<file path="src/rtl/mnist_img_pkg.sv">
`default_nettype none
// ============================================================================
// Module      : mnist_img_pkg
// Description : Shared geometry and state encoding for the MNIST frame sampler.
// Revision    : 1.0 - initial release
// ============================================================================
package mnist_img_pkg;

    localparam int H_TOTAL    = 640;
    localparam int V_TOTAL    = 480;
    localparam int H_START    = 96;
    localparam int V_START    = 16;
    localparam int STEP       = 16;
    localparam int OUT_DIM    = 28;
    localparam int IMG_PIXELS = OUT_DIM * OUT_DIM;
    localparam int ADDR_W     = 10;
    localparam int CNT_W      = 10;
    localparam int PH_W       = 4;

    typedef enum logic [1:0] {
        IDLE     = 2'd0,
        WAIT_SOF = 2'd1,
        CAPTURE  = 2'd2,
        DONE     = 2'd3
    } sampler_state_t;

endpackage
`default_nettype wire

</file>
<file path="src/rtl/raster_tracker.sv">
`default_nettype none
// ============================================================================
// Module      : raster_tracker
// Description : Raster h/v counters with tile phase counters; flags window,
//               tile-origin and final-sample positions of the current pixel.
// Revision    : 1.0 - initial release
// ============================================================================
module raster_tracker
    import mnist_img_pkg::*;
#(
    parameter int FRAME_W = H_TOTAL,
    parameter int FRAME_H = V_TOTAL,
    parameter int CROP_X  = H_START,
    parameter int CROP_Y  = V_START,
    parameter int TILE    = STEP,
    parameter int GRID    = OUT_DIM
) (
    input  logic clk,
    input  logic reset,
    input  logic i_restart,
    input  logic i_step,
    output logic o_in_window,
    output logic o_sample_hit,
    output logic o_last_pixel
);

    localparam logic [CNT_W-1:0] c_H_LO   = CNT_W'(CROP_X);
    localparam logic [CNT_W-1:0] c_H_HI   = CNT_W'(CROP_X + GRID * TILE - 1);
    localparam logic [CNT_W-1:0] c_V_LO   = CNT_W'(CROP_Y);
    localparam logic [CNT_W-1:0] c_V_HI   = CNT_W'(CROP_Y + GRID * TILE - 1);
    localparam logic [CNT_W-1:0] c_H_MAX  = CNT_W'(FRAME_W - 1);
    localparam logic [CNT_W-1:0] c_V_MAX  = CNT_W'(FRAME_H - 1);
    localparam logic [CNT_W-1:0] c_H_LAST = CNT_W'(CROP_X + (GRID - 1) * TILE);
    localparam logic [CNT_W-1:0] c_V_LAST = CNT_W'(CROP_Y + (GRID - 1) * TILE);
    // Phase at position 0 is chosen so the phase reads zero on every crop-aligned tile origin.
    localparam logic [PH_W-1:0]  c_H_PH0  = PH_W'((TILE - (CROP_X % TILE)) % TILE);
    localparam logic [PH_W-1:0]  c_V_PH0  = PH_W'((TILE - (CROP_Y % TILE)) % TILE);
    localparam logic [PH_W-1:0]  c_PH_MAX = PH_W'(TILE - 1);

    logic [CNT_W-1:0] r_h, r_v;
    logic [PH_W-1:0]  r_hph, r_vph;
    logic [CNT_W-1:0] w_h, w_v;
    logic [PH_W-1:0]  w_hph, w_vph;

    // A restart pixel is treated as (0,0) in the cycle it arrives.
    always_comb begin
        w_h   = i_restart ? '0      : r_h;
        w_v   = i_restart ? '0      : r_v;
        w_hph = i_restart ? c_H_PH0 : r_hph;
        w_vph = i_restart ? c_V_PH0 : r_vph;
        o_in_window  = (w_h >= c_H_LO) && (w_h <= c_H_HI) &&
                       (w_v >= c_V_LO) && (w_v <= c_V_HI);
        o_sample_hit = (w_hph == '0) && (w_vph == '0);
        o_last_pixel = o_in_window && o_sample_hit &&
                       (w_h == c_H_LAST) && (w_v == c_V_LAST);
    end

    always_ff @(posedge clk) begin
        if (reset) begin
            r_h   <= '0;
            r_v   <= '0;
            r_hph <= c_H_PH0;
            r_vph <= c_V_PH0;
        end else if (i_step) begin
            if (w_h == c_H_MAX) begin
                r_h   <= '0;
                r_hph <= c_H_PH0;
                if (w_v == c_V_MAX) begin
                    r_v   <= '0;
                    r_vph <= c_V_PH0;
                end else begin
                    r_v   <= w_v + CNT_W'(1);
                    r_vph <= (w_vph == c_PH_MAX) ? '0 : w_vph + PH_W'(1);
                end
            end else begin
                r_h   <= w_h + CNT_W'(1);
                r_hph <= (w_hph == c_PH_MAX) ? '0 : w_hph + PH_W'(1);
                r_v   <= w_v;
                r_vph <= w_vph;
            end
        end
    end

endmodule
`default_nettype wire

</file>
<file path="src/rtl/mnist_frame_sampler.sv">
`default_nettype none
// ============================================================================
// Module      : mnist_frame_sampler
// Description : Captures one down-sampled BW frame into the NN image buffer
//               and holds it until the network acknowledges it.
// Revision    : 1.0 - initial release
// ============================================================================
module mnist_frame_sampler
    import mnist_img_pkg::*;
#(
    parameter int FRAME_W = H_TOTAL,
    parameter int FRAME_H = V_TOTAL,
    parameter int CROP_X  = H_START,
    parameter int CROP_Y  = V_START,
    parameter int TILE    = STEP,
    parameter int GRID    = OUT_DIM
) (
    input  logic              clk,
    input  logic              reset,
    input  logic              capture,
    input  logic              sof,
    input  logic              pix_valid,
    input  logic [7:0]        bw_pixel,
    input  logic              nn_ack,
    output logic              wr_en,
    output logic [ADDR_W-1:0] wr_addr,
    output logic              wr_data,
    output logic              busy,
    output logic              frame_ready
);

    sampler_state_t    r_state, w_state_nxt;
    logic              r_wr_en, r_wr_data, r_last;
    logic [ADDR_W-1:0] r_wr_addr, r_addr_cnt, w_addr_base;
    logic              w_pix_sof, w_done_now, w_restart, w_step, w_hit;
    logic              w_in_window, w_sample_hit, w_last_pixel;

    raster_tracker #(
        .FRAME_W (FRAME_W),
        .FRAME_H (FRAME_H),
        .CROP_X  (CROP_X),
        .CROP_Y  (CROP_Y),
        .TILE    (TILE),
        .GRID    (GRID)
    ) u_raster_tracker (
        .clk          (clk),
        .reset        (reset),
        .i_restart    (w_restart),
        .i_step       (w_step),
        .o_in_window  (w_in_window),
        .o_sample_hit (w_sample_hit),
        .o_last_pixel (w_last_pixel)
    );

    // The final write is in flight this cycle; the rest of the frame is dropped.
    assign w_pix_sof   = sof & pix_valid;
    assign w_done_now  = (r_state == CAPTURE) & r_wr_en & r_last;
    assign w_restart   = w_pix_sof & ((r_state == WAIT_SOF) |
                                      ((r_state == CAPTURE) & ~w_done_now));
    assign w_step      = w_restart | (pix_valid & (r_state == CAPTURE) & ~w_done_now);
    assign w_hit       = w_step & w_in_window & w_sample_hit;
    assign w_addr_base = w_restart ? '0 : r_addr_cnt;

    always_ff @(posedge clk) begin
        if (reset) begin
            r_state <= IDLE;
        end else begin
            r_state <= w_state_nxt;
        end
    end

    always_comb begin
        w_state_nxt = r_state;
        busy        = 1'b0;
        frame_ready = 1'b0;
        case (r_state)
            IDLE: begin
                if (capture) w_state_nxt = WAIT_SOF;
            end
            WAIT_SOF: begin
                busy = 1'b1;
                if (w_pix_sof) w_state_nxt = CAPTURE;
            end
            CAPTURE: begin
                busy = 1'b1;
                if (w_done_now) w_state_nxt = DONE;
            end
            DONE: begin
                frame_ready = 1'b1;
                if (nn_ack) w_state_nxt = IDLE;
            end
            default: w_state_nxt = IDLE;
        endcase
    end

    always_ff @(posedge clk) begin
        if (reset) begin
            r_wr_en    <= 1'b0;
            r_wr_addr  <= '0;
            r_wr_data  <= 1'b0;
            r_addr_cnt <= '0;
            r_last     <= 1'b0;
        end else begin
            r_wr_en <= w_hit;
            r_last  <= w_hit & w_last_pixel;
            if (w_hit) begin
                r_wr_addr  <= w_addr_base;
                r_wr_data  <= (bw_pixel == 8'hFF);
                r_addr_cnt <= w_addr_base + ADDR_W'(1);
            end else if (w_restart) begin
                r_addr_cnt <= '0;
            end
        end
    end

    assign wr_en   = r_wr_en;
    assign wr_addr = r_wr_addr;
    assign wr_data = r_wr_data;

endmodule
`default_nettype wire

</file>
<file path="config.mk">
export PLATFORM = sky130hd
export DESIGN_NAME = mnist_frame_sampler
export DESIGN_NICKNAME = d
export VERILOG_FILES = /design/src/rtl/mnist_img_pkg.sv /design/src/rtl/raster_tracker.sv /design/src/rtl/mnist_frame_sampler.sv
export SDC_FILE = /design/constraint.sdc
export NUM_CORES = 1
export LEC_CHECK = 0
export CORE_UTILIZATION = 51
export DETAILED_ROUTE_END_ITERATION = 8
export GPL_ROUTABILITY_DRIVEN = 1
export GPL_TIMING_DRIVEN = 0
export HOLD_SLACK_MARGIN = 0.1
export PLACE_DENSITY = 0.75
export REMOVE_ABC_BUFFERS = 1
export SYNTH_ARGS = -nofsm -noshare
export SYNTH_HDL_FRONTEND = slang
export SYNTH_SLANG_ARGS = --single-unit
</file>
<file path="constraint.sdc">
create_clock -name clk -period 3.3 [get_ports clk]
set_input_delay 0.825 -clock clk [delete_from_list [all_inputs] [get_ports clk]]
set_output_delay 0.825 -clock clk [all_outputs]
set_load 0.01 [all_outputs]
</file>
Yosys cells after proc, flatten, opt, wreduce, memory -nomap -nowiden
Cells that the tools add are included.
Widths: inputs -> output; s select.
{"block": "word_totals", "ff_bits": 53, "elab_cells": 79, "input_bits": 14}
{"block": "classes", "magnitude_cmp": 4, "n_mux": 21, "reduce_logical": 12, "addsub": 5, "bitwise_logic": 13, "eq_ne": 14}
{"operator": "$mux 10", "count": 7}
{"operator": "$add 10x1->10 const B", "count": 3}
{"operator": "$mux 4", "count": 7}
{"operator": "$eq 10x10->1 const B", "count": 2}
{"operator": "$eq 10x9->1 const B", "count": 2}
{"operator": "$and 1x1->1", "count": 10}
{"operator": "$ge 10x5->1 const B", "count": 1}
{"operator": "$ge 10x7->1 const B", "count": 1}
{"operator": "$le 10x10->1 const B", "count": 1}
{"operator": "$le 10x9->1 const B", "count": 1}
{"operator": "$add 4x1->4 const B", "count": 2}
{"operator": "$eq 4x4->1 const B", "count": 2}
{"operator": "$eq 8x8->1 const B", "count": 1}
{"operator": "$logic_not 4->1", "count": 2}
{"operator": "$mux 2", "count": 4}
{"operator": "$ne 2x2->1 const B", "count": 4}
{"operator": "$pmux 2 s4", "count": 1}
{"operator": "$logic_and 1x1->1", "count": 7}
{"operator": "$eq 2x2->1 const B", "count": 2}
{"operator": "$reduce_and 4->1", "count": 1}
{"operator": "$eq 2x1->1 const B", "count": 1}
{"operator": "$logic_not 2->1", "count": 1}
{"operator": "$mux 1", "count": 2}
{"operator": "$or 1x1->1", "count": 2}
{"operator": "2 further kinds", "count": 2}

Longest topological paths before layout
Gate-level depths: netlist of the first run.
{"block": "logic_depth", "ltp_word": 16, "mapped_depth": 14}

By module
From an unflattened synthesis of the first run, not the netlist that was laid out.
{"block": "unflattened", "hier_cells": 372, "hier_area_um2": 2872.8}
{"module": "raster_tracker", "n_inst": 1, "area_per_inst_um2": 1694.1, "cells_per_inst": 230}
{"module": "mnist_frame_sampler", "n_inst": 1, "area_per_inst_um2": 1178.6, "cells_per_inst": 142}

Least setup slack after synthesis of the first run
Ideal clock, no wire load.
{"block": "synth_path", "path_type": "input-to-reg", "start": "in sof", "end": "reg u_raster_tracker.r_v[8]", "path_slack_ns": 0.165, "path_buffers": 2, "arrival_ns": 3.012, "stages": 12, "setup_ns": 0.123, "path_cell_list": "nand2_1 a21o_1 clkbuf_1 clkbuf_1 nand2_1 inv_1 ha_1 nand4_1 nor4_2 a2111oi_0 a21oi_1 o22ai_1"}
{"block": "synth_via", "elab_chain_len": 6}
{"element": "start: declaration", "line": "mnist_frame_sampler.sv:21", "rtl": "input logic sof,"}
{"element": "$and 1x1->1 (*)", "line": "mnist_frame_sampler.sv:56", "rtl": "assign w_pix_sof = sof & pix_valid;"}
{"element": "$and 1x1->1 (*)", "line": "mnist_frame_sampler.sv:58", "rtl": "assign w_restart = w_pix_sof & ((r_state == WAIT_SOF) |"}
{"element": "$mux 10", "line": "raster_tracker.sv:48", "rtl": "w_v = i_restart ? '0 : r_v;"}
{"element": "$add 10x1->10 or $eq 10x9->1 (tied branches)", "line": "raster_tracker.sv:72, raster_tracker.sv:68"}
{"element": "$mux 10", "line": "raster_tracker.sv:68", "rtl": "if (w_v == c_V_MAX) begin"}
{"element": "$mux 10", "line": "raster_tracker.sv:65", "rtl": "if (w_h == c_H_MAX) begin"}
{"element": "end signal: assignment", "line": "raster_tracker.sv:72", "rtl": "r_v <= w_v + CNT_W'(1);"}
{"element": "end signal: assignment", "line": "raster_tracker.sv:78", "rtl": "r_v <= w_v;"}
{"element": "end: declaration", "line": "raster_tracker.sv:40", "rtl": "logic [CNT_W-1:0] r_h, r_v;"}
Mark *: on every way between the ends. The rest lies on a longest branch, timed or not.
A chain may end at the register's enable or synchronous reset.

Final worst setup path of the first run
{"block": "layout_path", "start": "in sof", "end": "reg r_addr_cnt[9]"}
{"block": "layout_via", "elab_chain_len": 10}
{"element": "$and 1x1->1 (*)", "line": "mnist_frame_sampler.sv:56"}
{"element": "$and 1x1->1 (*)", "line": "mnist_frame_sampler.sv:58"}
{"element": "$mux 10", "line": "raster_tracker.sv:47", "rtl": "w_h = i_restart ? '0 : r_h;"}
{"element": "$ge 10x7->1 or $le 10x10->1 (tied branches)", "line": "raster_tracker.sv:51", "rtl": "o_in_window = (w_h >= c_H_LO) && (w_h <= c_H_HI) &&"}
{"element": "$logic_and 1x1->1 (2 in a row)", "line": "raster_tracker.sv:51"}
{"element": "$logic_and 1x1->1", "line": "raster_tracker.sv:52", "rtl": "(w_v >= c_V_LO) && (w_v <= c_V_HI);"}
{"element": "$and 1x1->1 (2 in a row)", "line": "mnist_frame_sampler.sv:61", "rtl": "assign w_hit = w_step & w_in_window & w_sample_hit;"}
{"element": "$mux 10 (*)", "line": "mnist_frame_sampler.sv:106", "rtl": "if (w_hit) begin"}
{"element": "end signal: assignment", "line": "mnist_frame_sampler.sv:109", "rtl": "r_addr_cnt <= w_addr_base + ADDR_W'(1);"}
{"element": "end: declaration", "line": "mnist_frame_sampler.sv:34", "rtl": "logic [ADDR_W-1:0] r_wr_addr, r_addr_cnt, w_addr_base;"}
Marked as above.

==> flow_metrics.tcl, run 1 <==
set metrics [dict create \
    tritoncts "yes" \
    dp_slack_ns -1.03 \
    synthTopCellsByArea "dfxtp_1, a21oi_1, nand2_1" \
    cp.required_ns 3.50 \
    drt-vias-per-instance 5.95 \
    path_max_fanout 16 \
    fin_ws_ns 0.211 \
    cts_inserted_buffers 5 \
    status "completed" \
    r2r_slack_ns 0.34 \
    path_clk_slew_ns 0.09 \
    irDropWorstVdd_v 0.000473 \
    clk_latency_ns 0.31 \
    die_h_um 76.1 \
    finalSetupViolations 0 \
    dr.pass1.iters 5 \
    period_share_pct 93.6 \
    ant_nets 0 \
    grt-ovfl-total 0 \
    fin_setup_tns_ns 0 \
    grt_pass1_wl_um 11600 \
    crit_path_start_kind "input pin" \
    gp_congestion 0.869 \
    finalClockSkew_ns 0.00556 \
    die_area_um2 5790 \
    dp_hpwl_um 4380 \
    yosys_warnings 0 \
    synth_commonest_cells "dfxtp_1, nand2_1, a21oi_1" \
    synth_cell_types 45 \
    cts_num_sinks 53 \
    final_design_area_no_fill_um2 3300 \
    htree_levels 2 \
    diodes 0 \
    num-nets-final 407 \
    grt_pass1_vias 2457 \
    reg2regPathDepth 14 \
    wl_um 6920 \
    grt_usage_pct 24.5 \
    cts_hold_buf 0 \
    whs_path_depth 2 \
    max_cap_violations 0 \
    core_area_um2 5200 \
    die_w_um 76.1 \
    initial_core_util_pct 53.7 \
    cts_buffer_depth 2 \
    antenna_found_initial 0 \
    min_path_type "reg2reg" \
    p_leak_uw 0.00116 \
    rr_endpoint "u_raster_tracker.r_vph[2]" \
    max_slew_margin_pct 16.6 \
    power_density_nw_per_um2 427 \
    nFillCells 439 \
    async_flop_share_pct 0 \
    synth-seq-cells 53 \
    rows 26 \
    syn-cell-area_um2 2800 \
    synthesis.instances 352 \
    finalCriticalPeriod_ns 3.09 \
    hold_start "wr_addr[3]" \
    drt_first_iter_violations 294 \
    seq_area_frac_synth_pct 37.9 \
    drv_slew 0 \
    hold_end "wr_addr[3]" \
    tightest_slew_ns 1.25 \
    grt_max_degree 33 \
    wl_per_cell_um 15.4 \
    placed_area_um2 3090 \
    synth_top_area_cell "dfxtp_1" \
    syn2layout_area_growth_pct 18.1 \
    finalHoldViolations 0 \
    r2r_start "r_state[0]" \
    layout-drive-gt1-share_pct 7.39 \
    synth_edf_count 0 \
    rsz0062_at_grt "false" \
    num_vias 2673 \
    fmax_mhz 324 \
    worstSetupEndpointType "register" \
    cp.arrival_ns 3.29 \
    root_buffer "clkbuf_8" \
    criticalPathCategory "in2reg" \
    remaining_drc_errors 0 \
    portBuffers 27 \
    ys.flop_type "dfxtp_1" \
    synth_top_area_share_pct 37.9 \
    io_pins 28 \
    syn-mean-instance-area_um2 7.95 \
    synth.most_common_cell "dfxtp_1" \
]
[through the flow]
step	hold WS, ns	total power [uW]	utilization, %	std cells
3_3_place_gp	0.438	1030	59.4	435
6_report	0.451	1410	63.5	449
3_5_place_dp	0.446	1030	59.4	435
5_1_grt	0.489	1480	63.5	449
2_1_floorplan	0.450	915	-	338
4_1_cts	0.457	1390	61.9	444
[cell type report]
| cell class | instances | area [um^2] | share of cell area [%] |
|---|---|---|---|
| clock inverters | 1 | 5.00 | 0.152 |
| well taps | 70 | 87.6 | 2.65 |
| repair buffers | 33 | 320 | 9.70 |
| inverters | 17 | 63.8 | 1.93 |
| clock buffers | 5 | 68.8 | 2.08 |
| flip-flops and latches | 53 | 1060 | 32.1 |
| multi-input cells | 270 | 1700 | 51.4 |
[sequential cells by signal (all words and copies together), names as in the netlist]
name / flops
r_last: 1
wr_en: 1
wr_addr: 10
u_raster_tracker.r_hph: 4
wr_data: 1
u_raster_tracker.r_v: 10
r_addr_cnt: 10
u_raster_tracker.r_h: 10
u_raster_tracker.r_vph: 4
r_state: 2
[metal layers]
| metal | wire length (um) | global-route usage, % | vias up |
|---|---|---|---|
| li1 | - | - | 1315 |
| met1 | 3150 | 32.9 | 1231 |
| met2 | 3130 | 39.8 | 110 |
| met3 | 528 | 4.07 | 17 |
| met4 | 108 | 8.27 | 0 |
| met5 | 0 | 0 | - |
[kinds of logic (layout without fill, tap and decap cells)]
family                   Yosys count  in the layout  share of synthesized area (%)
AND/OR/NAND/NOR                  163            163                           29.7
AO/OA/AOI/OAI                     75             77                           16.4
flip-flops                        53             53                           37.9
buffers and inverters             31             56                           4.47
adder cells (fa/ha/maj)           13             13                           5.81
XOR/XNOR                          11             11                           3.44
multiplexers                       6              6                           2.24
[cells in the final DEF (no fill, tap or decap), types with 10 or more instances in the layout]
master           netlist  routed
nand4_1               17      17
a21oi_1               38      38
dfxtp_1               53      53
o21ai_0               16      16
ha_1                  13      13
inv_1                 17      17
nand3_1               19      19
clkdlybuf4s50_1        0      25
nor2_1                30      30
nor3_1                11      10
nand2_1               47      46
[what timing repair did]
item	CTS	global route
setup endpoints to repair	31	29
gates resized for setup	5	8
cloned	1	1
buffers inserted	2	4
pin swaps	0	2
[worst max-delay path, stage by stage]
cell and delay, ns:
clkdlybuf4s50_1 0.52, nand2_2 0.12, a21o_4 0.28, nand2_1 0.11, ha_1 0.16, nand2_1 0.09
nor3_4 0.27, o2111ai_4 0.21, nor4_2 0.35, mux2_2 0.36
[power by group]
part           leakage [uW]  switching (uW)  internal [uW]
Clock             0.0000399             209            140
Combinational      0.000688             232            141
Sequential         0.000427            28.1            661
[how the worst max path moves through the flow]
| stage | start | to | slack (ns) | cells after the start |
|---|---|---|---|---|
| global placement | pix_valid | u_raster_tracker.r_v[8] | -1.02 | 11 |
| global route | sof | r_addr_cnt[3] | 0.07 | 11 |
| detailed placement | pix_valid | u_raster_tracker.r_v[8] | -1.03 | 11 |
| floorplan | sof | u_raster_tracker.r_v[8] | 0.26 | 10 |
| CTS | pix_valid | wr_addr[2] | 0.07 | 10 |
| finish | sof | r_addr_cnt[9] | 0.21 | 10 |
(Power assumes the default switching activity.)
==> run 2: changes to the inputs <==
--- a/config.mk
+++ b/config.mk
@@ -12,6 +12,7 @@
 export HOLD_SLACK_MARGIN = 0.1
 export PLACE_DENSITY = 0.75
 export REMOVE_ABC_BUFFERS = 1
+export SETUP_SLACK_MARGIN = 0.1
 export SYNTH_ARGS = -nofsm -noshare
 export SYNTH_HDL_FRONTEND = slang
 export SYNTH_SLANG_ARGS = --single-unit
==> constraint.sdc (replaced) <==
create_clock -name clk -period 2.6 [get_ports clk]
set_input_delay 0.65 -clock clk [delete_from_list [all_inputs] [get_ports clk]]
set_output_delay 0.65 -clock clk [all_outputs]
set_load 0.01 [all_outputs]
==> flow_metrics.tcl, run 2 (same netlist as run 1, synthesis figures left out) <==
set metrics [dict create \
    cts_num_sinks 53 \
    drt-vias-per-instance 6.15 \
    max_slew_margin_pct 13.4 \
    ant_nets 0 \
    die_w_um 76.1 \
    diodes 0 \
    die_area_um2 5790 \
    num_vias 2854 \
    pwr-share-clk_pct 23.0 \
    final_design_area_no_fill_um2 3600 \
    hold_start "wr_addr[9]" \
    cp.required_ns 2.84 \
    io_pins 28 \
    syn2layout_area_growth_pct 28.5 \
    htree_levels 2 \
    irDropWorstVdd_v 0.000600 \
    grt_usage_pct 26.7 \
    criticalPathCategory "reg2reg" \
    wl_per_cell_um 16.5 \
    p_leak_uw 0.00123 \
    p_comb_share_pct 31.5 \
    p_int_uw 1280 \
    status "completed" \
    cp.arrival_ns 2.82 \
    gp_congestion 0.869 \
    swShare_pct 34.3 \
    worstSetupStartpoint "r_state[0]" \
    dr.pass1.iters 5 \
    placed_area_um2 3090 \
    min_path_type "reg2reg" \
    clk_latency_ns 0.32 \
    portBuffers 27 \
    initial_core_util_pct 53.7 \
    layout_common_cells "dfxtp_1, nand2_1, a21oi_1" \
    cts_buffer_depth 2 \
    path_clk_slew_ns 0.10 \
    finalCriticalPeriod_ns 2.58 \
    die_h_um 76.1 \
    grt_pass1_wl_um 12500 \
    grt-ovfl-total 0 \
    drv_slew 0 \
    pwr-share-seq_pct 45.5 \
    num-nets-final 422 \
    cts_hold_buf 0 \
    period_share_pct 99.2 \
    core_area_um2 5200 \
    root_buffer "clkbuf_8" \
    dp_hpwl_um 4380 \
    fmax_mhz 388 \
    final_cells 464 \
    max_cap_violations 0 \
    hold_ws_ns 0.460 \
    path_max_fanout 6 \
    worstSetupEndpointType "register" \
    cts_inserted_buffers 5 \
    r2r_start "r_state[0]" \
    grt_pass1_vias 2666 \
    crit_path_start_kind "register" \
    tightest_slew_ns 1.30 \
    power.net_switching_uw 671 \
    grt_max_degree 32 \
    tritoncts "yes" \
    layout-drive-gt1-share_pct 17.8 \
    drt_first_iter_violations 304 \
    finalHoldViolations 0 \
    antenna_found_initial 0 \
    rsz0062_at_grt "true" \
    fin_setup_tns_ns 0 \
    rows 26 \
    remaining_drc_errors 0 \
    finalClockSkew_ns 0.00857 \
    power_density_nw_per_um2 544 \
    wl_um 7670 \
    final_common_cell "dfxtp_1" \
    place_inst 435 \
    finalPower_uw 1960 \
    finalSetupViolations 0 \
]
[run 2: cell count changes in the layout (fill, tap and decap cells not counted), sizes merged]
cell           previous run  this run
buf                       6        20
dlygate4sd2               0         2
dlymetal6s2s              2         0
a21o                      4         5
clkdlybuf4s15             0         1
clkdlybuf4s50            25        24
[run 2: critical path, cell delays in order, from the launching register on]
cell and delay, ns:
dfxtp_4 0.37, inv_4 0.06, ha_4 0.12, a21bo_4 0.25, a21o_4 0.26, nand2_4 0.09
ha_4 0.14, nand2_4 0.05, nor3_4 0.22, o2111ai_4 0.22, or4_4 0.58, a21oi_2 0.12
[run 2: power groups by stage]
| stage | logic [uW] | clock network [uW] | registers, uW |
|---|---|---|---|
| floorplan | 278 | 0 | 884 |
| global placement | 412 | 0 | 890 |
| detailed placement | 421 | 0 | 893 |
| CTS | 577 | 453 | 888 |
| global route | 665 | 482 | 894 |
| finish | 616 | 449 | 890 |
[run 2: final timing paths]
kind,slack [ns],cells past startpoint,to
max,0.02,11,r_addr_cnt[8]
min reg2reg,0.46,2,wr_addr[9]
min,0.46,2,wr_addr[9]
max reg2reg,0.02,11,r_addr_cnt[8]
[run 2: metrics by stage]
step,setup WS (ns),utilization (%)
2_1_floorplan,-0.416,-
3_3_place_gp,-1.55,59.4
3_5_place_dp,-1.55,59.4
4_1_cts,0.0548,67.5
5_1_grt,-0.0837,69.1
6_report,0.0200,69.1
[run 2: final cells by class]
class	instances	area, um^2
well taps	70	87.6
inverters	17	66.3
repair buffers	47	442
clock buffers	5	68.8
fillers	413	1610
clock inverters	1	5.00
flip-flops and latches	53	1070
multi-input cells	271	1860
[run 2: layer usage]
metal  up-vias  wire [um]  global-route usage, %
met3        24        580                   5.03
met4         0        154                   10.6
met2       133       3640                   44.2
met5         -          0                      0
met1      1346       3300                   34.4
li1       1351          -                      -
[run 2: repair_timing]
action,CTS,global route
setup endpoints to repair,48,32
resized for setup,44,17
gates cloned,3,0
setup buffers,17,3
pin swaps,24,11
